`src/rtl/subleq_cpu.sv`:
```
// SUBLEQ processor. It runs one instruction: subtract, then branch if the result is <= 0.
// All memory traffic uses a registered req/ack bus, with one idle cycle between accesses.
`ifndef WORD_SIZE
`define WORD_SIZE 8
`endif

module subleq_cpu (
    input  logic                  clk,
    input  logic                  rst,
    output logic                  cpu_req,
    output logic                  cpu_load,
    output logic                  cpu_store,
    output logic [`WORD_SIZE-1:0] addr,
    output logic [`WORD_SIZE-1:0] data_out,
    input  logic                  cpu_ack,
    input  logic [`WORD_SIZE-1:0] data_in,
    input  logic                  cpu_halt,
    output logic                  halted,
    output logic [`WORD_SIZE-1:0] pc
);
    localparam int W = `WORD_SIZE;
    localparam logic [W-1:0] ADDR_HALT = '1;
    localparam logic [W-1:0] ADDR_OUT  = ADDR_HALT - W'(1);
    localparam logic [W-1:0] ADDR_IN   = ADDR_HALT - W'(2);

    typedef enum logic [2:0] {
        IDLE, FETCH_A, FETCH_B, FETCH_C, LOAD_A, LOAD_B, STORE, HALT
    } state_t;

    state_t         state_reg, state_next;
    logic [W-1:0]   pc_reg, pc_next;
    logic           req_reg, req_next;
    logic           load_reg, load_next;
    logic           store_reg, store_next;
    logic [W-1:0]   addr_reg, addr_next;
    logic [W-1:0]   dout_reg, dout_next;
    logic           halted_reg, halted_next;
    logic [W-1:0]   a_ptr_reg, a_ptr_next;
    logic [W-1:0]   b_ptr_reg, b_ptr_next;
    logic [W-1:0]   c_reg, c_next;
    logic [W-1:0]   a_val_reg, a_val_next;
    logic [W-1:0]   b_val_reg, b_val_next;

    logic [W-1:0]   result;
    logic           take_branch;
    logic [W-1:0]   acc_addr;
    logic           is_store;
    logic           skip;
    logic           done;
    logic [W-1:0]   done_val;

    always_ff @(posedge clk) begin
        if (rst) begin
            state_reg  <= IDLE;
            pc_reg     <= '0;
            req_reg    <= 1'b0;
            load_reg   <= 1'b0;
            store_reg  <= 1'b0;
            addr_reg   <= '0;
            dout_reg   <= '0;
            halted_reg <= 1'b0;
            a_ptr_reg  <= '0;
            b_ptr_reg  <= '0;
            c_reg      <= '0;
            a_val_reg  <= '0;
            b_val_reg  <= '0;
        end else begin
            state_reg  <= state_next;
            pc_reg     <= pc_next;
            req_reg    <= req_next;
            load_reg   <= load_next;
            store_reg  <= store_next;
            addr_reg   <= addr_next;
            dout_reg   <= dout_next;
            halted_reg <= halted_next;
            a_ptr_reg  <= a_ptr_next;
            b_ptr_reg  <= b_ptr_next;
            c_reg      <= c_next;
            a_val_reg  <= a_val_next;
            b_val_reg  <= b_val_next;
        end
    end

    always_comb begin
        state_next  = state_reg;
        pc_next     = pc_reg;
        req_next    = req_reg;
        load_next   = load_reg;
        store_next  = store_reg;
        addr_next   = addr_reg;
        dout_next   = dout_reg;
        halted_next = halted_reg;
        a_ptr_next  = a_ptr_reg;
        b_ptr_next  = b_ptr_reg;
        c_next      = c_reg;
        a_val_next  = a_val_reg;
        b_val_next  = b_val_reg;
        done        = 1'b0;
        done_val    = '0;

        result      = b_val_reg - a_val_reg;
        take_branch = result[W-1] || (result == '0);

        case (state_reg)
            FETCH_A:       acc_addr = pc_reg;
            FETCH_B:       acc_addr = pc_reg + W'(1);
            FETCH_C:       acc_addr = pc_reg + W'(2);
            LOAD_A:        acc_addr = a_ptr_reg;
            LOAD_B, STORE: acc_addr = b_ptr_reg;
            default:       acc_addr = '0;
        endcase

        // The output port is write-only and the input port is read-only.
        // Accesses the bus cannot serve complete locally in the idle cycle.
        is_store = (state_reg == STORE);
        if (is_store)
            skip = (b_ptr_reg == ADDR_IN);
        else
            skip = (acc_addr == ADDR_OUT) || ((state_reg == LOAD_B) && (b_ptr_reg >= ADDR_IN));

        case (state_reg)
            IDLE: begin
                state_next = FETCH_A;
                req_next   = 1'b1;
                load_next  = 1'b1;
                addr_next  = pc_reg;
            end
            HALT: begin
            end
            default: begin
                if (req_reg) begin
                    // Halt wins over a simultaneous ack; the access is dropped.
                    if (cpu_halt) begin
                        state_next  = HALT;
                        halted_next = 1'b1;
                        req_next    = 1'b0;
                        load_next   = 1'b0;
                        store_next  = 1'b0;
                    end else if (cpu_ack) begin
                        done       = 1'b1;
                        done_val   = data_in;
                        req_next   = 1'b0;
                        load_next  = 1'b0;
                        store_next = 1'b0;
                    end
                end else if (skip) begin
                    done = 1'b1;
                end else begin
                    req_next   = 1'b1;
                    load_next  = !is_store;
                    store_next = is_store;
                    addr_next  = acc_addr;
                    if (is_store)
                        dout_next = result;
                end
            end
        endcase

        if (done) begin
            case (state_reg)
                FETCH_A: begin a_ptr_next = done_val; state_next = FETCH_B; end
                FETCH_B: begin b_ptr_next = done_val; state_next = FETCH_C; end
                FETCH_C: begin c_next     = done_val; state_next = LOAD_A;  end
                LOAD_A:  begin a_val_next = done_val; state_next = LOAD_B;  end
                LOAD_B:  begin b_val_next = done_val; state_next = STORE;   end
                STORE: begin
                    pc_next    = take_branch ? c_reg : pc_reg + W'(3);
                    state_next = FETCH_A;
                end
                default: begin
                end
            endcase
        end
    end

    assign cpu_req   = req_reg;
    assign cpu_load  = load_reg;
    assign cpu_store = store_reg;
    assign addr      = addr_reg;
    assign data_out  = dout_reg;
    assign halted    = halted_reg;
    assign pc        = pc_reg;

endmodule

```
`config.mk`:
```
export PLATFORM = sky130hd
export DESIGN_NAME = subleq_cpu
export DESIGN_NICKNAME = d
export VERILOG_FILES = /design/src/rtl/subleq_cpu.sv
export SDC_FILE = /design/constraint.sdc
export NUM_CORES = 1
export LEC_CHECK = 0
export ABC_CLOCK_PERIOD_IN_PS = 9200
export CELL_PAD_IN_SITES_DETAIL_PLACEMENT = 2
export CELL_PAD_IN_SITES_GLOBAL_PLACEMENT = 2
export CORE_UTILIZATION = 37
export DETAILED_ROUTE_END_ITERATION = 16
export GPL_TIMING_DRIVEN = 0
export PLACE_DENSITY_LB_ADDON = 0.1
export SYNTH_ARGS = -nofsm -noshare
export SYNTH_HDL_FRONTEND = slang
export SYNTH_SLANG_ARGS = --single-unit
```
`constraint.sdc`:
```
create_clock -name clk -period 9.2 [get_ports clk]
set_clock_uncertainty 0.15 [all_clocks]
set_input_delay 1.84 -clock clk [delete_from_list [all_inputs] [get_ports clk]]
set_output_delay 1.84 -clock clk [all_outputs]
set_load 0.02 [all_outputs]
```
==> impl_metrics.ini <==
[timing]
min_period_ns = 3.856
finalHoldViolations = 0
whs_ns = 0.3217
fin_crit_sh_pct = 41.92
final-max-slew-violation-count = 0
relSlewSlack_pct = 29.19
rsz0062_at_grt = no
tightest_slew_ns = 1.054
setup_slack_ns = 5.344
fmax_ghz = 0.2593
setup_tns_ns = 0
setup_viol = 0

[critical_path]
ff2ff_path_depth = 12
start_kind = input port
crit_path_start = cpu_halt
critPathMaxStageDelay_ns = 0.54
path_common_cell = nand2_1
crit_arrival_ns = 3.95
r2r_start = b_val_reg[0]$_SDFFE_PP0P_
r2r_slack_ns = 5.37
worstPathCellList = clkdlybuf4s50_1 > nand2b_1 > nand2_1 > and2_1 > nand2_1 > clkbuf_1 > mux2i_1 > nor2_1
r2r_end = pc[1]$_SDFFE_PP0P_
worstSetupEndpoint = pc[1]$_SDFFE_PP0P_
critPathSlowestCell = clkdlybuf4s50_1
path_max_fanout = 10
worstPathRequired_ns = 9.29
critPathKind = in -> reg
worst_setup_path_end_kind = flop

[global_route]
grt_pass1_vias = 3874
grt_max_degree = 12
grt_usage_pct = 26.85
grt_antenna_before_repair = 0
grt_overflow = 0
grt_pass1_wl_um = 22220

[cts]
cts_root_buf = clkbuf_8
cts_setup_buffers = 0
post_cts_resized = 0
cts_hold_buf = 0
cts_buffer_depth = 2
clk_pin_slew_ns = 0.08
cts_inserted_buffers = 9
worstSkewPairLatency_ns = 0.37
cts.sinks = 71
h-tree-depth = 3
cts_tree = done

[floorplan]
ios = 40
die_x_um = 104.9
rows = 37
die_h_um = 104.9
core_area_sq_um = 10280
start_util_pct = 38.13
die_area_sq_um = 11010

[drt]
drtAntennaViolNets = 0
first_iter_violations = 131
routed_wl_um = 13960
first_pass_iters = 4
wl_per_cell_um = 21.64
vias_per_cell = 5.716
drc = 0
vias = 3687

[finish]
final_common_cell = dfxtp_1
fin_area_sq_um = 4681
fin_cells = 645
nets = 530
area_growth_pct = 19.44
final_core_util_pct = 45.54
final_cell_mix = dfxtp_1 (71), nand2_1 (66), mux2i_1 (43)
insertedDiodeCount = 0
drive_gt1_share_pct = 9.037

[placed_design]
gp_congestion = 0.9027
dpl_cell_area_sq_um = 4469
dp_cells = 630
hpwlAfterDp_um = 10590
io_buffers = 38
place_ws_ns = 4.969

[yosys]
synth_cell_type_count = 64
syn-num-nets = 481
async_reset_ff_share_pct = 0
yosysWarningCount = 0
synth_seq_cells = 71
yosysTopAreaCellShare_pct = 36.27
yosysSeqAreaShare_pct = 36.27
synth_edf_count = 0
syn-cell-area_sq_um = 3919
yosys.area.top_type = dfxtp_1
avgSynthCellArea_sq_um = 8.594
syn_inst = 456
yosys-top-cells-area = dfxtp_1 (36%), mux2i_1 (11%), nand2_1 (6.3%), ha_1 (3.8%), a21oi_1 (3.2%)
synthFlopType = dfxtp_1

[status]
outcome = finished, final reports clean

[pwr]
ir_worst_vdd_v = 0.00008711
leakagePower_nw = 1.846
power_mw = 0.7133
power_density_nw_per_um2 = 152.4

[run]
maxCapViolations = 0

[hold_path]
hold_path.class = reg -> reg
-- power breakdown --
group          switching (mW)  total, mW  leakage, nW  internal, mW
clock network           0.122      0.280        0.109         0.158
registers             0.00695      0.321        0.574         0.314
logic                  0.0735      0.112         1.16        0.0385
-- routing by layer --
metal	global-route usage [%]	vias up	share of wire [%]	routed length (um)
li1	-	1748	-	-
met1	33.22	1848	45	6292
met2	47.11	65	50	7002
met3	3.681	26	2.8	389
met4	10.26	0	2.0	277
met5	0	-	0	0
-- worst min path at each step --
| stage | startpoint | endpoint | slack [ns] | cells past startpoint |
|---|---|---|---|---|
| finish | c_reg[7]$_SDFFE_PP0P_ | c_reg[7]$_SDFFE_PP0P_ | 0.32 | 2 |
| floorplan | a_ptr_reg[6]$_SDFFE_PP0P_ | a_ptr_reg[6]$_SDFFE_PP0P_ | 0.28 | 2 |
| global route | b_val_reg[0]$_SDFFE_PP0P_ | b_val_reg[0]$_SDFFE_PP0P_ | 0.35 | 2 |
| global placement | addr[7]$_SDFFE_PP0P_ | addr[7]$_SDFFE_PP0P_ | 0.30 | 2 |
| CTS | c_reg[7]$_SDFFE_PP0P_ | c_reg[7]$_SDFFE_PP0P_ | 0.33 | 2 |
| detailed placement | c_reg[1]$_SDFFE_PP0P_ | c_reg[1]$_SDFFE_PP0P_ | 0.31 | 2 |
-- worst max-delay path: cells and delay by family --
kind	cells	cell delay, ns
and+or+nand+nor	5	0.77
buffers and inverters	2	0.96
muxes	1	0.37
-- synth_stat cells, drive strengths merged (6+ instances only) --
| cell type | count |
|---|---|
| nor2 | 29 |
| buf | 11 |
| o21ai | 17 |
| nand2 | 67 |
| nand3 | 10 |
| ha | 12 |
| nor3 | 15 |
| nand4 | 6 |
| mux2i | 43 |
| dfxtp | 71 |
| inv | 20 |
| a21oi | 25 |
| a211oi | 7 |
| and2 | 7 |
| xor2 | 6 |
| a31o | 8 |
| clkbuf | 15 |
-- cells by family after synthesis --
logic type	Yosys count	synth area share (%)
multiplexers	44	11.27
adder cells (fa/ha/maj)	13	4.342
AO/OA/AOI/OAI	105	19.00
flip-flops	71	36.27
XOR/XNOR	9	2.012
AND/OR/NAND/NOR	168	21.87
buffers and inverters	46	5.236
-- layout make-up --
| type | count | area [sq um] |
|---|---|---|
| well taps | 136 | 170.2 |
| clock buffers | 11 | 141.4 |
| flip-flops and latches | 71 | 1421 |
| clock inverters | 4 | 70.07 |
| fillers | 1188 | 5597 |
| multi-input cells | 339 | 2292 |
| plain buffers | 26 | 130.1 |
| repair buffers | 38 | 380.4 |
| inverters | 20 | 75.07 |
Power figures use the tool's default switching activity.
==> RTL edit, RTL diff (config.mk and constraints unchanged) <==
Take the reset off `addr_reg` and load it in a clocked block of its own.
--- a/src/rtl/subleq_cpu.sv
+++ b/src/rtl/subleq_cpu.sv
@@ -56,7 +56,6 @@
             req_reg    <= 1'b0;
             load_reg   <= 1'b0;
             store_reg  <= 1'b0;
-            addr_reg   <= '0;
             dout_reg   <= '0;
             halted_reg <= 1'b0;
             a_ptr_reg  <= '0;
@@ -70,7 +69,6 @@
             req_reg    <= req_next;
             load_reg   <= load_next;
             store_reg  <= store_next;
-            addr_reg   <= addr_next;
             dout_reg   <= dout_next;
             halted_reg <= halted_next;
             a_ptr_reg  <= a_ptr_next;
@@ -79,6 +77,10 @@
             a_val_reg  <= a_val_next;
             b_val_reg  <= b_val_next;
         end
+    end
+
+    always_ff @(posedge clk) begin
+        addr_reg <= addr_next;
     end
 
     always_comb begin
Behaviour: differs if rst is asserted again (counterexample within 4 cycles, from zero or initial values and one cycle with rst high); with rst held inactive, the same outputs for 10 cycles.
==> RTL edit against the unedited design <==
Sequential cell count stayed put. Sequential power hardly changed. Critical path depth is 3 higher. Worst setup slack worse by 0.075 ns. Global-route usage is 0.47 points lower. Power is 8.1% lower. Cell area is 0.16% higher. Area after synthesis is 0.13% lower. Wire length is 1.2% lower. Utilization is 0.073 points higher. Largest cell class unchanged.
==> RTL edit: results (changes against the unedited design) <==
FILL cells=1,183 (-0.42%); Synth top cells by count=88 x nand2_1, 63 x dfxtp_1, 47 x mux2i_1, 28 x nor2_1, 21 x a21oi_1; worst rel slew slack=0.237 (-0.0553); Routed WL per cell=21.4 µm (-1.1%); clk buf depth=2 (unchanged); Max rail drop VDD=0.0876 mV (+0.52%); number of enable flip-flop cells after synthesis=8 (+8); Via density=5.59 (-2.3%); class of the worst hold path=reg -> reg; DRC violations left=0 (unchanged); ys async rst share=0 (unchanged); PortBufs=39 (+2.6%); CP peak stage delay=0.91 ns (+0.37 ns); cell mode on critical path=mux2i_1; vias in the first global route=3,939 (+1.7%); H-tree depth=3 (unchanged); DRT iter0 DRCs=161 (+23%); Tot GR Track Use=0.264 (-0.00470); Worst Path Arrival=4.04 ns (+0.09 ns); Detail Placement HPWL=10.3 mm (-2.4%); post-CTS resize count=0 (unchanged); leakage power=1.87 nW (+1.3%); critical path's slowest cell=a2111oi_0; CP max FO=10 (unchanged); first-pass GRT wire length=22.0 mm (-1.2%); Synth Flop Type=dfxtp_1; DRT Pass-1 Iters=6 (+2); Final #Nets=528 (-0.38%); Seq/Total Area, Yosys=0.384 (+0.0209); Clk Latency, worst-skew pair=0.36 ns; layout cells sized above 1=0.0709 (-0.0195); largest net degree at the start of global routing=13 (+1); register clock-pin slew on the reported worst setup and hold paths=0.08 ns (about the same); pre-CTS setup slack=4.65 ns (-0.322 ns); syn nets=478 (-0.62%); Netlist cell types=62 (-3.1%); # diodes=0 (unchanged); RePlAce Congestion=0.854 (-5.5%); status=finished, final reports clean; Sw Ratio=0.266 (-0.0181); largest cells by area after synthesis=dfxtp_1 32%, mux2i_1 12%, nand2_1 8.4%
[RTL edit: cell count changes in the layout (fill, tap and decap cells not counted), moves of 5 or more]
cell	unedited run	this run
o21ai_0	16	10
dfxtp_1	71	63
edfxtp_1	0	8
nand2_1	66	88
a211oi_1	7	2
o21a_1	1	6
a31o_2	8	0
[RTL edit: power by group through the flow]
| stage | Sequential (mW) | Combinational, mW | Clock (mW) |
|---|---|---|---|
| floorplan | 0.334 | 0.0309 | 0 |
| CTS | 0.322 | 0.0661 | 0.274 |
| global route | 0.322 | 0.0715 | 0.291 |
| detailed placement | 0.329 | 0.0656 | 0 |
| global placement | 0.328 | 0.0638 | 0 |
| finish | 0.321 | 0.0667 | 0.268 |
[RTL edit: path summary, 6_finish.rpt]
kind | start | to | slack (ns) | cells past startpoint
setup / recovery | b_val_reg[0] | pc[6] | 5.27 | 11
hold / removal | b_val_reg[4] | b_val_reg[4] | 0.32 | 2
setup reg to reg | b_val_reg[0] | pc[6] | 5.27 | 11
hold reg to reg | b_val_reg[4] | b_val_reg[4] | 0.32 | 2
[RTL edit: area by class of cell]
cell class / instances / area share
multi-input combinational: 342 / 0.481
sequential: 71 / 0.320
timing repair buffer: 39 / 0.0833
tap: 136 / 0.0363
clock buffer: 11 / 0.0323
buffer: 25 / 0.0232
clock inverter: 5 / 0.0120
inverter: 15 / 0.0120
[RTL edit: layer usage]
| metal | track usage | vias up | wire [µm] |
|---|---|---|---|
| li1 | - | 1712 | - |
| met3 | 0.0593 | 15 | 525 |
| met2 | 0.446 | 70 | 6910 |
| met1 | 0.336 | 1801 | 6190 |
| met4 | 0.0765 | 0 | 173 |
| met5 | 0 | - | 0 |
[RTL edit: through the flow]
stage          std cells  total power, mW   util  instance area [µm²]  hold slack, ns
2_1_floorplan        453            0.365      -                 3910           0.282
3_3_place_gp         628            0.392  0.435                 4470           0.293
3_5_place_dp         628            0.394  0.435                 4470           0.312
4_1_cts              644            0.662  0.456                 4680           0.329
5_1_grt              644            0.684  0.456                 4690           0.343
6_report             644            0.656  0.456                 4690           0.324
[RTL edit: worst max-delay path: cells and delay by family (launching register included)]
kind | cells | cell delay (ns)
adder cells (fa/ha/maj) | 2 | 0.62
AO/OA/AOI/OAI | 4 | 1.83
multiplexers | 2 | 0.29
buffers and inverters | 2 | 0.44
AND/OR/NAND/NOR | 1 | 0.19
flip-flops | 1 | 0.33
[RTL edit: kinds of logic after synthesis]
kind of cell | after synthesis | synth area share
XOR/XNOR | 9 | 0.0201
multiplexers | 51 | 0.132
buffers and inverters | 40 | 0.0422
adder cells (fa/ha/maj) | 13 | 0.0435
AND/OR/NAND/NOR | 183 | 0.226
AO/OA/AOI/OAI | 86 | 0.153
flip-flops | 71 | 0.384
